File: src/rtl/host_pkg.sv
// ---------------------------------------------------------------------------
// host_pkg
// Shared definitions for the host register bank:
//   - word addresses of the host-visible registers
//   - bit positions inside the STATUS word
//   - state encoding of the host access FSM
// ---------------------------------------------------------------------------
package host_pkg;

  // Host register map (word addresses)
  localparam int ADDR_ID        = 0;
  localparam int ADDR_CTRL0     = 1;
  localparam int ADDR_CTRL1     = 2;
  localparam int ADDR_STATUS    = 3;
  localparam int ADDR_FIFO_DATA = 4;
  localparam int ADDR_CLEAR     = 5;

  // STATUS word layout
  localparam int STATUS_EMPTY_BIT = 0;
  localparam int STATUS_FULL_BIT  = 1;
  localparam int STATUS_OVF_BIT   = 2;
  localparam int STATUS_COUNT_LSB = 8;
  localparam int STATUS_COUNT_W   = 8;

  // Host access FSM
  typedef enum logic [1:0] {
    ST_IDLE   = 2'd0,
    ST_ACTIVE = 2'd1,
    ST_COMMIT = 2'd2
  } access_state_e;

endpackage

File: src/rtl/host_fifo.sv
// ---------------------------------------------------------------------------
// host_fifo
// Single-clock FIFO buffering core data words for the host to drain.
//   clk_i    system clock
//   rst_i    asynchronous active-high reset (empties the FIFO)
//   push_i   write strobe; a push into a full FIFO is dropped unless a pop
//            happens in the same cycle
//   pop_i    read strobe; ignored while empty
//   din_i    word to push
//   dout_o   head word, combinational from storage (undefined when empty)
//   count_o  number of stored words, 0..FIFO_DEPTH
//   full_o   registered, tracks count == FIFO_DEPTH
//   empty_o  count == 0
// ---------------------------------------------------------------------------
module host_fifo #(
  parameter int FIFO_DEPTH = 16
) (
  input  logic                          clk_i,
  input  logic                          rst_i,
  input  logic                          push_i,
  input  logic                          pop_i,
  input  logic [15:0]                   din_i,
  output logic [15:0]                   dout_o,
  output logic [$clog2(FIFO_DEPTH):0]   count_o,
  output logic                          full_o,
  output logic                          empty_o
);

  localparam int PTR_W = $clog2(FIFO_DEPTH);
  localparam int CNT_W = PTR_W + 1;

  logic [15:0]      mem_q [FIFO_DEPTH];
  logic [PTR_W-1:0] wrPtr_q;
  logic [PTR_W-1:0] rdPtr_q;
  logic [CNT_W-1:0] count_q;
  logic [CNT_W-1:0] count_d;
  logic             full_q;
  logic             doPush;
  logic             doPop;

  assign empty_o = (count_q == '0);
  assign full_o  = full_q;
  assign count_o = count_q;
  assign dout_o  = mem_q[rdPtr_q];

  // A pop frees a slot in the same cycle, so a simultaneous push into a
  // full FIFO is still accepted.
  assign doPop  = pop_i & ~empty_o;
  assign doPush = push_i & (~full_q | doPop);

  always_comb begin
    count_d = count_q;
    if (doPush && !doPop) begin
      count_d = count_q + CNT_W'(1);
    end else if (doPop && !doPush) begin
      count_d = count_q - CNT_W'(1);
    end
  end

  // Pointers are power-of-two wide, so plain increment wraps modulo depth.
  always_ff @(posedge clk_i or posedge rst_i) begin
    if (rst_i) begin
      wrPtr_q <= '0;
      rdPtr_q <= '0;
      count_q <= '0;
      full_q  <= 1'b0;
    end else begin
      if (doPush) wrPtr_q <= wrPtr_q + PTR_W'(1);
      if (doPop)  rdPtr_q <= rdPtr_q + PTR_W'(1);
      count_q <= count_d;
      full_q  <= (count_d == CNT_W'(FIFO_DEPTH));
    end
  end

  always_ff @(posedge clk_i) begin
    if (doPush) mem_q[wrPtr_q] <= din_i;
  end

endmodule

File: src/rtl/host_reg_bank.sv
// ---------------------------------------------------------------------------
// host_reg_bank
// Host-facing register bank behind the asynchronous host bus pad stage.
// Synchronises the host strobes, decodes each access against the register
// map, commits writes at access end and buffers core data in a FIFO.
//   CLK, RST       system clock, asynchronous active-high reset
//   nCS/nOE/nWE    asynchronous active-low host strobes
//   Haddr          host word address, stable while nCS is low
//   Hdi            latched host write word
//   Hdo            read word, loaded once per access and then held
//   ctrl0, ctrl1   control registers (ctrl0[0] = interrupt enable)
//   fifo_wr        core push strobe, fifo_din core push word
//   fifo_full      FIFO full
//   irq            interrupt request
// ---------------------------------------------------------------------------
module host_reg_bank #(
  parameter int          ADDR_W     = 4,
  parameter int          FIFO_DEPTH = 16,
  parameter logic [15:0] ID_VALUE   = 16'hE5D1
) (
  input  logic              CLK,
  input  logic              RST,
  input  logic              nCS,
  input  logic              nOE,
  input  logic              nWE,
  input  logic [ADDR_W-1:0] Haddr,
  input  logic [15:0]       Hdi,
  output logic [15:0]       Hdo,
  output logic [15:0]       ctrl0,
  output logic [15:0]       ctrl1,
  input  logic              fifo_wr,
  input  logic [15:0]       fifo_din,
  output logic              fifo_full,
  output logic              irq
);

  import host_pkg::*;

  localparam int CNT_W = $clog2(FIFO_DEPTH) + 1;

  // Strobe synchronisers
  logic csMeta_q, csSync_q;
  logic oeMeta_q, oeSync_q;
  logic weMeta_q, weSync_q;
  logic [1:0] syncValid_q;
  logic csPrev_q;
  logic csFall;

  // Access FSM and its datapath
  access_state_e     state_q, state_d;
  logic [ADDR_W-1:0] addr_q;
  logic              firstActive_q;
  logic              weSeen_q;
  logic              oeSeen_q;
  logic              latchAddr;
  logic              loadHdo;
  logic              trackStrobes;
  logic              commitWrite;
  logic              commitPop;

  // Registers
  logic [15:0] hdo_q;
  logic [15:0] ctrl0_q;
  logic [15:0] ctrl1_q;
  logic        overflow_q;
  logic        irq_q;
  logic [15:0] readData;
  logic [15:0] statusWord;
  logic        overflowSet;
  logic        overflowClr;

  // FIFO interface
  logic [15:0]      fifoDout;
  logic [CNT_W-1:0] fifoCount;
  logic             fifoFull;
  logic             fifoEmpty;

  assign Hdo       = hdo_q;
  assign ctrl0     = ctrl0_q;
  assign ctrl1     = ctrl1_q;
  assign fifo_full = fifoFull;
  assign irq       = irq_q;

  // Two-flop synchronisers; they reset to the idle-high level.
  always_ff @(posedge CLK or posedge RST) begin
    if (RST) begin
      csMeta_q <= 1'b1;
      csSync_q <= 1'b1;
      oeMeta_q <= 1'b1;
      oeSync_q <= 1'b1;
      weMeta_q <= 1'b1;
      weSync_q <= 1'b1;
    end else begin
      csMeta_q <= nCS;
      csSync_q <= csMeta_q;
      oeMeta_q <= nOE;
      oeSync_q <= oeMeta_q;
      weMeta_q <= nWE;
      weSync_q <= weMeta_q;
    end
  end

  // The synchroniser outputs only reflect the real pins once the reset
  // value has flushed through. csPrev_q stays low until a genuine high
  // level has been observed, so an access already in progress when reset
  // releases never produces a falling edge.
  always_ff @(posedge CLK or posedge RST) begin
    if (RST) begin
      syncValid_q <= 2'b00;
      csPrev_q    <= 1'b0;
    end else begin
      syncValid_q <= {syncValid_q[0], 1'b1};
      csPrev_q    <= syncValid_q[1] ? csSync_q : 1'b0;
    end
  end

  assign csFall = csPrev_q & ~csSync_q;

  // FSM state register
  always_ff @(posedge CLK or posedge RST) begin
    if (RST) state_q <= ST_IDLE;
    else     state_q <= state_d;
  end

  // FSM next state
  always_comb begin
    state_d = state_q;
    case (state_q)
      ST_IDLE:   if (csFall)   state_d = ST_ACTIVE;
      ST_ACTIVE: if (csSync_q) state_d = ST_COMMIT;
      ST_COMMIT: state_d = ST_IDLE;
      default:   state_d = ST_IDLE;
    endcase
  end

  // FSM outputs
  always_comb begin
    latchAddr    = 1'b0;
    loadHdo      = 1'b0;
    trackStrobes = 1'b0;
    commitWrite  = 1'b0;
    commitPop    = 1'b0;
    case (state_q)
      ST_IDLE: latchAddr = csFall;
      ST_ACTIVE: begin
        loadHdo      = firstActive_q;
        trackStrobes = 1'b1;
      end
      ST_COMMIT: begin
        commitWrite = weSeen_q;
        commitPop   = ~weSeen_q & oeSeen_q &
                      (addr_q == ADDR_W'(ADDR_FIFO_DATA));
      end
      default: ;
    endcase
  end

  // Access address and strobe history
  always_ff @(posedge CLK or posedge RST) begin
    if (RST) begin
      addr_q        <= '0;
      firstActive_q <= 1'b0;
      weSeen_q      <= 1'b0;
      oeSeen_q      <= 1'b0;
    end else begin
      firstActive_q <= latchAddr;
      if (latchAddr) begin
        addr_q   <= Haddr;
        weSeen_q <= 1'b0;
        oeSeen_q <= 1'b0;
      end else if (trackStrobes) begin
        weSeen_q <= weSeen_q | ~weSync_q;
        oeSeen_q <= oeSeen_q | ~oeSync_q;
      end
    end
  end

  always_comb begin
    statusWord = '0;
    statusWord[STATUS_COUNT_LSB +: STATUS_COUNT_W] = STATUS_COUNT_W'(fifoCount);
    statusWord[STATUS_OVF_BIT]   = overflow_q;
    statusWord[STATUS_FULL_BIT]  = fifoFull;
    statusWord[STATUS_EMPTY_BIT] = fifoEmpty;
  end

  always_comb begin
    readData = '0;
    case (addr_q)
      ADDR_W'(ADDR_ID):        readData = ID_VALUE;
      ADDR_W'(ADDR_CTRL0):     readData = ctrl0_q;
      ADDR_W'(ADDR_CTRL1):     readData = ctrl1_q;
      ADDR_W'(ADDR_STATUS):    readData = statusWord;
      ADDR_W'(ADDR_FIFO_DATA): readData = fifoEmpty ? 16'h0000 : fifoDout;
      default:                 readData = '0;
    endcase
  end

  // A push is dropped only when full and no pop frees a slot that cycle.
  assign overflowSet = fifo_wr & fifoFull & ~commitPop;
  assign overflowClr = commitWrite & (addr_q == ADDR_W'(ADDR_CLEAR)) & Hdi[0];

  always_ff @(posedge CLK or posedge RST) begin
    if (RST) begin
      hdo_q      <= '0;
      ctrl0_q    <= '0;
      ctrl1_q    <= '0;
      overflow_q <= 1'b0;
      irq_q      <= 1'b0;
    end else begin
      if (loadHdo) hdo_q <= readData;
      if (commitWrite && addr_q == ADDR_W'(ADDR_CTRL0)) ctrl0_q <= Hdi;
      if (commitWrite && addr_q == ADDR_W'(ADDR_CTRL1)) ctrl1_q <= Hdi;
      if (overflowSet)      overflow_q <= 1'b1;
      else if (overflowClr) overflow_q <= 1'b0;
      irq_q <= ctrl0_q[0] & (~fifoEmpty | overflow_q);
    end
  end

  host_fifo #(
    .FIFO_DEPTH(FIFO_DEPTH)
  ) u_fifo (
    .clk_i  (CLK),
    .rst_i  (RST),
    .push_i (fifo_wr),
    .pop_i  (commitPop),
    .din_i  (fifo_din),
    .dout_o (fifoDout),
    .count_o(fifoCount),
    .full_o (fifoFull),
    .empty_o(fifoEmpty)
  );

endmodule

File: config.mk
export PLATFORM = sky130hd
export DESIGN_NAME = host_reg_bank
export DESIGN_NICKNAME = d
export VERILOG_FILES = /design/src/rtl/host_pkg.sv /design/src/rtl/host_fifo.sv /design/src/rtl/host_reg_bank.sv
export SDC_FILE = /design/constraint.sdc
export NUM_CORES = 1
export LEC_CHECK = 0
export BUFFER_PORTS_ARGS = -buffer_cell sky130_fd_sc_hd__buf_2
export CAP_MARGIN = 25
export CELL_PAD_IN_SITES_DETAIL_PLACEMENT = 1
export CELL_PAD_IN_SITES_GLOBAL_PLACEMENT = 1
export CORE_ASPECT_RATIO = 0.7
export CORE_UTILIZATION = 56
export DETAILED_ROUTE_END_ITERATION = 8
export GPL_ROUTABILITY_DRIVEN = 0
export PLACE_DENSITY = 0.83
export SLEW_MARGIN = 15
export SYNTH_ARGS = -nofsm -noshare
export SYNTH_HDL_FRONTEND = slang
export SYNTH_SLANG_ARGS = --single-unit
File: constraint.sdc
create_clock -name CLK -period 8.5 [get_ports CLK]
set_clock_uncertainty 0.05 [all_clocks]
set_input_delay 1.7 -clock CLK [delete_from_list [all_inputs] [get_ports CLK]]
set_output_delay 1.7 -clock CLK [all_outputs]
set_load 0.1 [all_outputs]
=== Word level (Yosys, flattened, before mapping) ===
Memories as Yosys holds them, arrays and structs flattened.
Index checks and enable logic that the tools add are counted.

* Bits in registers: 82
* Bits in writable memories: 256
* Input bits: 42
* Output and inout bits: 50
* Logic and storage cells: 91
* Memories: 1

{| class="wikitable"
|+ Memory list
! memory !! words !! width !! read ports !! clocked after Yosys merged registers in !! write ports !! RTL line !! source
|-
| u_fifo.mem_q || 16 || 16 || 1 || 0 || 1 || host_fifo.sv:32 || <nowiki>logic [15:0] mem_q [FIFO_DEPTH];</nowiki>
|}

* $add $sub $neg: 4
* Equal/unequal tests: 10
* Mux-type cells: 21
* Bitwise operators: 21
* Reductions and logical operators: 12

{| class="wikitable"
|+ Operators with widths
! operator !! count
|-
| $pmux W16 S5 || 1
|-
| $mux W16 || 1
|-
| $mux W1 || 14
|-
| $and A1 B1 Y1 || 10
|-
| $mux W5 || 2
|-
| $add A4 B1 Y4 const B || 2
|-
| $eq A4 B2 Y1 const B || 2
|-
| $eq A4 B3 Y1 const B || 2
|-
| $not A1 Y1 || 7
|-
| $add A5 B1 Y5 const B || 1
|-
| $eq A5 B5 Y1 const B || 1
|-
| $logic_not A5 Y1 || 1
|-
| $sub A5 B1 Y5 const B || 1
|-
| $eq A4 B1 Y1 const B || 1
|-
| $logic_and A1 B1 Y1 || 4
|-
| $logic_not A4 Y1 || 1
|-
| $mux W2 || 2
|-
| $ne A2 B2 Y1 const B || 2
|-
| $or A1 B1 Y1 || 4
|-
| $pmux W2 S2 || 1
|-
| $reduce_bool A2 Y1 || 2
|-
| $eq A2 B1 Y1 const B || 1
|-
| $eq A2 B2 Y1 const B || 1
|-
| $logic_not A1 Y1 || 2
|-
| other kinds (2) || 2
|}

=== Logic depth before layout (Yosys ltp) ===
* Depth after elaboration: 12
* Gate-level depth with buffers: 8
* Depth with buffers taken out: 7

=== Cells and area by module ===
From an unflattened synthesis, not the netlist that was laid out.

* Cell total of the unflattened synthesis: 702
* Area, all modules: 13,489.2 sq um

{| class="wikitable"
|+ Modules (own cells, without submodules)
! module !! instances !! cells an instance !! area each (sq um) !! seq. area each (sq um)
|-
| host_fifo || 1 || 459 || 10,526.3 || 8,037.7
|-
| host_reg_bank || 1 || 243 || 2,962.8 || 1,709.1
|}

=== Least setup slack after synthesis ===
No wires, ideal clock.

* Path kind: input to register
* Start: input fifo_wr
* End: memory u_fifo.mem_q[3][0], enable pin
* Setup time: 0.430 ns
* Arrival: 3.726 ns
* Required time: 8.020 ns
* Path slack: 4.294 ns
* Stages on the path: 3
* Path buffers: 1
* Path through: clkbuf_1 o21ai_0 nor4_1

* Word-level cells in the longest chain between the ends: 3

{| class="wikitable"
|+ Ends and longest elaborated chain
! what !! RTL line !! source
|-
| start: declaration || host_reg_bank.sv:31 || <nowiki>input logic fifo_wr,</nowiki>
|-
| $and A1 B1 Y1 || host_fifo.sv:49 || <nowiki>assign doPush = push_i & (~full_q | doPop);</nowiki>
|-
| $mux W1 || host_fifo.sv:76 || <nowiki>if (doPush) mem_q[wrPtr_q] <= din_i;</nowiki>
|-
| $mux W1 (implied by the code) || host_fifo.sv:76 ||
|-
| end: declaration || host_fifo.sv:32 ||
|}

No other way between the ends.

=== Worst setup path after layout ===
* Start: register addr_q[0]
* End: memory u_fifo.mem_q[3][4], enable pin

* Word-level cells in the longest chain between the ends: 8

{| class="wikitable"
|+ Ends and longest elaborated chain
! what !! RTL line !! source
|-
| start: declaration || host_reg_bank.sv:51 || <nowiki>logic [ADDR_W-1:0] addr_q;</nowiki>
|-
| start signal: assignment || host_reg_bank.sv:168 || <nowiki>addr_q <= Haddr;</nowiki>
|-
| $eq A4 B3 Y1 || host_reg_bank.sv:152 || <nowiki>(addr_q == ADDR_W'(ADDR_FIFO_DATA));</nowiki>
|-
| $and A1 B1 Y1 || host_reg_bank.sv:151 || <nowiki>commitPop = ~weSeen_q & oeSeen_q &</nowiki>
|-
| $mux W1 || host_reg_bank.sv:143 || <nowiki>case (state_q)</nowiki>
|-
| $and A1 B1 Y1 || host_fifo.sv:48 || <nowiki>assign doPop = pop_i & ~empty_o;</nowiki>
|-
| $or A1 B1 Y1 || host_fifo.sv:49 ||
|-
| $and A1 B1 Y1 || host_fifo.sv:49 ||
|-
| $mux W1 || host_fifo.sv:76 ||
|-
| $mux W1 (implied by the code) || host_fifo.sv:76 ||
|}

No other way between the ends.

==> reports/qor.csv <==
metric,value,unit
CP endpoint kind,flip-flop,
cell taking the most area after synthesis,edfxtp_1,
Max Fanout on Critical Path,27,
hold_ws,307.2,ps
synth unique cells,54,
Ys Warns,0,
FMAX,264.5,MHz
Slew @ Worst Pin,1058,ps
Residual DRC,0,
Final Max Tran Viols,0,
Syn-to-layout area delta,13.63,%
"Hold Vio Cnt, Final",0,
H-Tree Depth,1,
hold_buf cts,0,
Synth top cells by count,"256 x edfxtp_1, 76 x dfrtp_1, 51 x mux2i_1, 43 x mux4_2, 35 x mux2_2",
Root Buffer,clkbuf_16,
post-synth top area share,0.5702,
TritonCTS clock tree,yes,
drt first pass iters,5,
Post-synth ARST share,0.2426,
Routed Antenna Nets,0,
setup ws final,4719,ps
via count,7753,
final wirelength,36640,microns
Tmin final,3781,ps
"Avg Cell Area, Syn",17.33,sq um
number of global-route vias before repair,8247,
Final setup viols,0,
Sequential Area,9752,sq um
CTS resizes,0,
most numerous cell in the Yosys netlist,edfxtp_1,
setup TNS,0,ps
clk sinks,338,
share of cells above drive strength 1,0.2879,
hpwl dp,24530,microns
Final Non-Filler Cells,1221,
"CTS clk-pin slew, worst paths",70,ps
Pleak,5.396,nW
register area share after synthesis,0.7230,
GR Overflow Total,0,
initial cell density of the core,0.5703,
antenna violations before repair,2,
crit-path cells,"or4b_1, nor3_4, o21ai_0, nor4_2, buf_4",
predominant post-synthesis flop cell,edfxtp_1,
critical path class,flip-flop to flip-flop,
Post-Syn Nets,828,
crit-path max cell delay,810,ps
PwrDens,286.0,nW/um^2
clk_lat worst skew,550,ps
Syn Std Cell Area,13480,sq um
TritonCTS Buffers,30,
crit path buf inv count,1,
Die Y,131.8,microns
cells after synthesis,778,
RSZ-0062 raised after global routing,no,
per-cell routed wire length,30.00,microns
MaxCap Viol Count,0,
dpl ws,4751,ps
largest net degree at the start of global routing,83,
Layout Nets,929,
CP Launch Type,flip-flop,
maximum buffer depth of the clock tree,3,
CP Data Arrival Time,3970,ps
slew margin rel.,0.2931,
"EDFF count, synth",256,
design area,15320,sq um
status,completed,
Final period util,0.4448,
Via density,6.350,
HP Class,flip-flop to flip-flop,
DIE AREA,24710,sq um
first-pass GRT wire length,54160,microns
CP max stage cell,or4b_1,
GRT Util Overall,0.3041,
FP Rows,47,
Seq cells post-synth,338,
dpl cell area,14360,sq um
Inserted Diodes,0,
required time worst endpoint,8690,ps
Die W,187.5,microns
placed instance count,1165,
peak supply drop,0.2031,mV
Synth area leaders,"edfxtp_1 57%, dfrtp_1 14%, mux4_2 7.2%",
area of the multi-input gates,3506,sq um
io pins,92,
core box area,23640,sq um
Top Family by Delay on Critical Path,simple AND/OR/NAND/NOR gates,
Setup Buffers After CTS,0,
initial DRC count,755,
layout filler cell count,2067,
PortBufs,91,
-- final timing paths --
| path | endpoint | slack (ps) | start | depth (start not counted) |
|---|---|---|---|---|
| min in group asynchronous | ctrl1[8] | 1300 | RST | 3 |
| worst min-delay path | csSync_q | 310 | csMeta_q | 0 |
| worst min register to register | csSync_q | 310 | csMeta_q | 0 |
| max in group asynchronous | u_fifo.rdPtr_q[0] | 6440 | RST | 3 |
| worst max-delay path | u_fifo.mem_q[3][4] | 4720 | addr_q[0] | 5 |
| worst max register to register | u_fifo.mem_q[3][4] | 4720 | addr_q[0] | 5 |
-- worst register-to-register path, stage by stage, from the launching register on --
cell,delay [ps]
dfrtp_1,700
or4b_1,810
nor3_4,450
o21ai_0,370
nor4_2,720
buf_4,360
-- kinds of logic (layout without fill, tap and decap cells) --
group                    Yosys count  count (layout)  share of synthesized area
multiplexers                     129             129                     0.1389
AO/OA/AOI/OAI                    114             114                    0.05782
flip-flops                       338             338                     0.7230
adder cells (fa/ha/maj)            8               8                   0.007425
AND/OR/NAND/NOR                  114             114                    0.04640
XOR/XNOR                           9               9                   0.005846
buffers and inverters             65             190                    0.02032
other                              1               1                  0.0002782
-- through the flow --
stage               power (mW)    util
finish                   4.382  0.6480
global route             4.506  0.6480
CTS                      4.388  0.6479
detailed placement       3.085  0.6076
global placement         3.010  0.6076
floorplan                2.781       -
-- placed cells by master (no fill, tap or decap), types with 5 or more instances in the layout --
master | synthesis | layout
edfxtp_1 | 256 | 256
buf_2 | 12 | 91
dfrtp_1 | 76 | 74
mux2i_1 | 51 | 51
mux4_2 | 43 | 43
mux2_2 | 35 | 35
clkbuf_16 | 0 | 31
nand2_1 | 30 | 30
nor2_1 | 26 | 26
buf_4 | 2 | 23
o221ai_1 | 21 | 21
inv_1 | 19 | 18
a21oi_1 | 18 | 18
o21ai_0 | 17 | 17
a22oi_1 | 14 | 14
nand2b_1 | 12 | 12
and2_1 | 9 | 9
a211oi_1 | 9 | 9
o21ai_1 | 8 | 8
ha_1 | 8 | 8
clkbuf_1 | 28 | 8
a221oi_1 | 7 | 7
o22ai_1 | 7 | 7
dfstp_2 | 6 | 6
xor2_1 | 5 | 5
clkinv_2 | 0 | 5
clkinv_1 | 0 | 5
-- sequential cells by signal, summed over array words and instances (netlist names), 2 cells and up --
register / cells
ctrl0: 16
addr_q: 4
ctrl1: 16
u_fifo.rdPtr_q: 4
u_fifo.wrPtr_q: 4
syncValid_q: 2
state_q: 2
u_fifo.mem_q: 256
Hdo: 16
u_fifo.count_o: 5
-- where the power goes --
part | total [mW] | internal [mW] | leakage (nW) | switching, mW
Clock | 1.32 | 0.733 | 0.458 | 0.584
Combinational | 0.900 | 0.242 | 1.59 | 0.658
Sequential | 2.17 | 1.98 | 3.35 | 0.183
Total | 4.38 | 2.96 | 5.40 | 1.42
-- metal layers --
metal / up-vias / share of wire / GRT usage
li1: 3256 / - / -
met1: 4087 / 0.40 / 0.4223
met2: 359 / 0.48 / 0.4824
met3: 49 / 0.095 / 0.08757
met4: 2 / 0.019 / 0.07227
met5: - / 0.00035 / 0
-- cell type report --
class / instances / share of cell area
Sequential cell: 338 / 0.6366
Multi-Input combinational cell: 375 / 0.2288
Clock buffer: 43 / 0.05619
Timing Repair Buffer: 115 / 0.04173
Tap cell: 318 / 0.02597
Clock inverter: 13 / 0.005962
Inverter: 19 / 0.004737
Power figures use the tool's default switching activity.
